--- config.mk ---
export PLATFORM = sky130hd
export DESIGN_NAME = uart_tx_ctrl
export DESIGN_NICKNAME = d
export VERILOG_FILES = /design/src/rtl/uart_tx_ctrl_pkg.sv /design/src/rtl/uart_tx_ctrl.sv
export SDC_FILE = /design/constraint.sdc
export NUM_CORES = 1
export LEC_CHECK = 0
export CORE_MARGIN = 3
export CORE_UTILIZATION = 36
export DETAILED_ROUTE_END_ITERATION = 7
export MAX_ROUTING_LAYER = met4
export PLACE_DENSITY = 0.52
export SYNTH_ARGS = -nofsm -noshare
export SYNTH_HDL_FRONTEND = slang
export SYNTH_SLANG_ARGS = --single-unit
export TNS_END_PERCENT = 100
--- constraint.sdc ---
create_clock -name clk -period 2.5 [get_ports clk]
set_clock_uncertainty 0.2 [all_clocks]
set_input_delay 0.375 -clock clk [delete_from_list [all_inputs] [get_ports clk]]
set_output_delay 0.375 -clock clk [all_outputs]
set_load 0.01 [all_outputs]
--- src/rtl/uart_tx_ctrl_pkg.sv ---
// Shared UART definitions: transmitter FSM state encoding, oversample rate and parity helper.
package uart_tx_ctrl_pkg;

  localparam int unsigned OVERSAMPLE = 16;

  typedef logic [2:0] state_t;

  localparam state_t StIdle   = 3'd0;
  localparam state_t StStart  = 3'd1;
  localparam state_t StData   = 3'd2;
  localparam state_t StParity = 3'd3;
  localparam state_t StStop   = 3'd4;

  // Even parity is the plain XOR of the data bits; odd parity inverts it.
  function automatic logic parity_bit(input logic [7:0] data, input logic odd);
    return (^data) ^ odd;
  endfunction

endpackage

--- src/rtl/uart_tx_ctrl.sv ---
// UART transmitter control: frames din as start, DBIT data bits (LSB first), optional
// parity and stop, paced by a 16x oversample tick from an external baud rate generator.
module uart_tx_ctrl
  import uart_tx_ctrl_pkg::*;
#(
  parameter int unsigned DBIT    = 8,
  parameter int unsigned SB_TICK = 16
) (
  input  logic       clk,
  input  logic       reset_n,
  input  logic       tick,
  input  logic       tx_start,
  input  logic [7:0] din,
  input  logic       parity_en,
  input  logic       parity_odd,
  output logic       tx_busy,
  output logic       tx_done_tick,
  output logic       tx
);

  localparam logic [7:0] DataMask = 8'hFF >> (8 - DBIT);
  localparam logic [4:0] BitLast  = 5'(OVERSAMPLE - 1);
  localparam logic [4:0] StopLast = 5'(SB_TICK - 1);
  localparam logic [2:0] NLast    = 3'(DBIT - 1);

  state_t     state_q, state_d;
  logic [4:0] s_q, s_d;
  logic [2:0] n_q, n_d;
  logic [7:0] b_q, b_d;
  logic       tx_q, tx_d;
  logic       par_en_q, par_en_d;
  logic       par_bit_q, par_bit_d;

  always_comb begin
    state_d      = state_q;
    s_d          = s_q;
    n_d          = n_q;
    b_d          = b_q;
    tx_d         = tx_q;
    par_en_d     = par_en_q;
    par_bit_d    = par_bit_q;
    tx_done_tick = 1'b0;

    unique case (state_q)
      StIdle: begin
        tx_d = 1'b1;
        // A tick in the accepting cycle is deliberately dropped: s restarts from zero.
        if (tx_start) begin
          state_d   = StStart;
          s_d       = '0;
          n_d       = '0;
          b_d       = din & DataMask;
          par_en_d  = parity_en;
          par_bit_d = parity_bit(din & DataMask, parity_odd);
          tx_d      = 1'b0;
        end
      end
      StStart: begin
        if (tick) begin
          if (s_q == BitLast) begin
            s_d     = '0;
            state_d = StData;
            tx_d    = b_q[0];
          end else begin
            s_d = s_q + 5'd1;
          end
        end
      end
      StData: begin
        if (tick) begin
          if (s_q == BitLast) begin
            s_d = '0;
            b_d = b_q >> 1;
            n_d = n_q + 3'd1;
            if (n_q == NLast) begin
              state_d = par_en_q ? StParity : StStop;
              tx_d    = par_en_q ? par_bit_q : 1'b1;
            end else begin
              tx_d = b_q[1];
            end
          end else begin
            s_d = s_q + 5'd1;
          end
        end
      end
      StParity: begin
        if (tick) begin
          if (s_q == BitLast) begin
            s_d     = '0;
            state_d = StStop;
            tx_d    = 1'b1;
          end else begin
            s_d = s_q + 5'd1;
          end
        end
      end
      StStop: begin
        tx_d = 1'b1;
        if (tick) begin
          if (s_q == StopLast) begin
            s_d          = '0;
            state_d      = StIdle;
            tx_done_tick = 1'b1;
          end else begin
            s_d = s_q + 5'd1;
          end
        end
      end
      default: begin
        state_d = StIdle;
        tx_d    = 1'b1;
      end
    endcase
  end

  // Busy drops together with the done pulse so a waiting producer sees both in one cycle.
  assign tx_busy = (state_q != StIdle) && !tx_done_tick;
  assign tx      = tx_q;

  always_ff @(posedge clk or negedge reset_n) begin
    if (!reset_n) begin
      state_q   <= StIdle;
      s_q       <= '0;
      n_q       <= '0;
      b_q       <= '0;
      tx_q      <= 1'b1;
      par_en_q  <= 1'b0;
      par_bit_q <= 1'b0;
    end else begin
      state_q   <= state_d;
      s_q       <= s_d;
      n_q       <= n_d;
      b_q       <= b_d;
      tx_q      <= tx_d;
      par_en_q  <= par_en_d;
      par_bit_q <= par_bit_d;
    end
  end

endmodule

==> run_results.csv <==
group,metric,value,unit
clock_network,clk_path_buf_depth,2,
flow_run,maxCapViolCount,0,
power_and_ir_drop,switching_share,0.332,
timing,fmax,0.440,GHz
timing,finalHoldViolCount,0,
synthesis,ys.flop_type,"dfrtp_1",
timing,finalSetupViolCount,0,
synthesis,netlist_top_cells_area,"dfrtp_1, mux2_4, mux2_2",
synthesis,syn_inst,126,
clock_network,clk_pin_slew,0.08,ns
die,die_w,67.1,um
synthesis,synth_cell_types,42,
timing,maxSlewHeadroom,0.606,
power_and_ir_drop,clkPwrFrac,0.197,
die,rows,21,
power_and_ir_drop,switching_power,0.565,mW
grt,grt_pass1_vias,1014,
timing,tns,0,ns
clock_network,cts_tree,"built",
power_and_ir_drop,ir_worst_vdd,0.410,mV
worst_hold_path,min_path_type,"in2async",
synthesis,yosys_warnings,0,
die,die_area,4500,sq um
synthesis,synth_most_common_cell,"dfrtp_1",
synthesis,ys_async_sr_fraction,1.00,
setup_path,rr_worst_depth,6,
clock_network,cts.sinks,22,
grt,grt_start_max_net_pins,14,
timing,fin_crit,2.27,ns
synthesis,ys_seq_area_frac,0.411,
placement,place_congestion,0.758,
power_and_ir_drop,leakage,0.732,nW
power_and_ir_drop,combPwrFrac,0.428,
power_and_ir_drop,seqPwrFrac,0.375,
power_and_ir_drop,powerDensity,1020,nW/um^2
clock_network,cts_made_buffers,3,
route,drc_errors,0,
route,routedWlPerCell,14.8,um
timing,drv_slew,0,
synthesis,synth-edff-count,0,
setup_path,crit_fanout,4,
synthesis,ys_top_cells_by_count,"dfrtp_1, nand2_1, mux2_2, mux2_4, o21ai_0",
synthesis,synth_area,1340,sq um
route,routed-via-count,1038,
layout,insertedDiodeCount,0,
synthesis,ys_ff_latch,22,
timing,worstMarginPinSlew,0.587,ns
clock_network,clk-insertion-delay-late,0.26,ns
layout,fillers,351,
layout,num-nets-final,166,
synthesis,syn-num-nets,143,
grt,antenna_found_initial,0,
setup_path,critical_path_class,"reg2out",
outcome,outcome,"completed",
grt,grt_pass1_wl,4.87,mm
clock_network,htree_num_levels,1,
clock_network,hold_buffers,0,
die,die_h,67.1,um
placement,hpwlAfterDp,2.17,mm
die,core_area,3470,sq um
power_and_ir_drop,power.total,1.70,mW
placement,io_buffers,16,
layout,drive_gt1_frac,0.236,
die,io-pin-count,17,
synthesis,syn_area_per_cell,10.7,sq um
synthesis,synth_area_leader_cell,"dfrtp_1",
route,drt_iter0_drc,72,
grt,gr-total-overflow,0,
setup_path,crit_path_end_kind,"primary output",
route,first_pass_iters,4,
timing,rsz0062_at_grt,"no",
route,postRouteAntennaNets,0,
setup_path,crit_required,1.92,ns
route,viasPerCell,5.35,
grt,grt_usage,0.149,
die,start_util,0.387,
synthesis,synth_top_area_frac,0.391,
power_and_ir_drop,intPower,1.14,mW
timing,holdWs,0.238,ns
setup_path,arrival,1.70,ns
route,wl,2.86,mm
clock_network,root_buffer,"clkbuf_8",
timing,period_share,0.910,
setup_path,crit_path_start_kind,"flop",
layout,area_growth_syn_to_layout,24.0,%
[critical path: stages (launching register included)]
cell and delay [ns]:
dfrtp_1 0.40, ha_2 0.21, and4b_2 0.23, and2_1 0.17, and3_1 0.16, dlygate4sd2_1 0.27
[area by class of cell]
| type | count | area [sq um] | share of cell area |
|---|---|---|---|
| multi-input combinational | 93 | 736 | 0.442 |
| sequential | 22 | 552 | 0.332 |
| timing repair buffer | 26 | 236 | 0.142 |
| tap | 46 | 57.6 | 0.0346 |
| clock buffer | 3 | 41.3 | 0.0248 |
| clock inverter | 1 | 30.0 | 0.0180 |
| inverter | 3 | 11.3 | 0.00677 |
[per-stage QoR]
stage                     setup WS, ns   util  std cells  area, sq um
final                            0.226  0.480        194         1660
after global routing             0.131  0.480        194         1660
after CTS                       0.0440  0.479        194         1660
after detailed placement        0.0994  0.451        187         1570
after global placement           0.138  0.451        187         1570
after floorplan                  0.524      -        126         1340
[power groups by stage]
stage	clock network (mW)	logic (mW)	registers [mW]
floorplan	0	0.571	0.596
global placement	0	0.676	0.642
detailed placement	0	0.696	0.649
CTS	0.342	0.735	0.639
global route	0.365	0.799	0.665
finish	0.335	0.730	0.639
[final timing paths]
kind	slack (ns)	start	to
min reg2reg	0.32	b_q[6]	b_q[6]
max reg2reg	0.31	s_q[0]	b_q[2]
min in group clk	0.32	b_q[6]	b_q[6]
max	0.23	s_q[0]	tx_done_tick
min	0.24	reset_n	state_q[0]
max in group asynchronous	1.30	reset_n	b_q[2]
[per-layer routing]
metal  GRT usage  up-vias  part of all wire
li1            -      503                 -
met1       0.184      502              0.44
met4      0.0380        0            0.0094
met5           -        -                 0
met3      0.0371        4             0.054
met2       0.244       29              0.50
[registers in the layout, indices dropped and copies added, names as in the netlist]
signal / count
par_en_q: 1
b_q: 8
s_q: 5
par_bit_q: 1
n_q: 3
tx: 1
state_q: 3
[placed cells by master, fill, tap and decap left out, types with 5 or more instances in the layout]
| cell | synthesis | routed |
|---|---|---|
| mux2_4 | 7 | 7 |
| mux2_2 | 9 | 9 |
| buf_4 | 2 | 10 |
| clkdlybuf4s50_1 | 0 | 14 |
| nand3_1 | 5 | 5 |
| nand2_1 | 12 | 12 |
| o21ai_0 | 7 | 7 |
| xnor2_1 | 6 | 6 |
| nor2_1 | 5 | 5 |
| dfrtp_1 | 21 | 21 |
[kinds of logic after synthesis]
kind of cell    Yosys count  synth area share
compound gates           26             0.134
xor+xnor                  8            0.0624
fa+ha+maj                 3            0.0280
buf+inv                  11            0.0438
flops                    22             0.411
mux                      19             0.176
simple gates             37             0.144
[timing repair]
item | CTS | global route
pin swaps | 1 | 0
gates cloned | 0 | 0
buffers inserted | 3 | 0
hold endpoints to repair | 0 | 0
setup endpoints to repair | 2 | 1
resized for setup | 3 | 1
No activity file was read; power rests on OpenSTA's default activity.
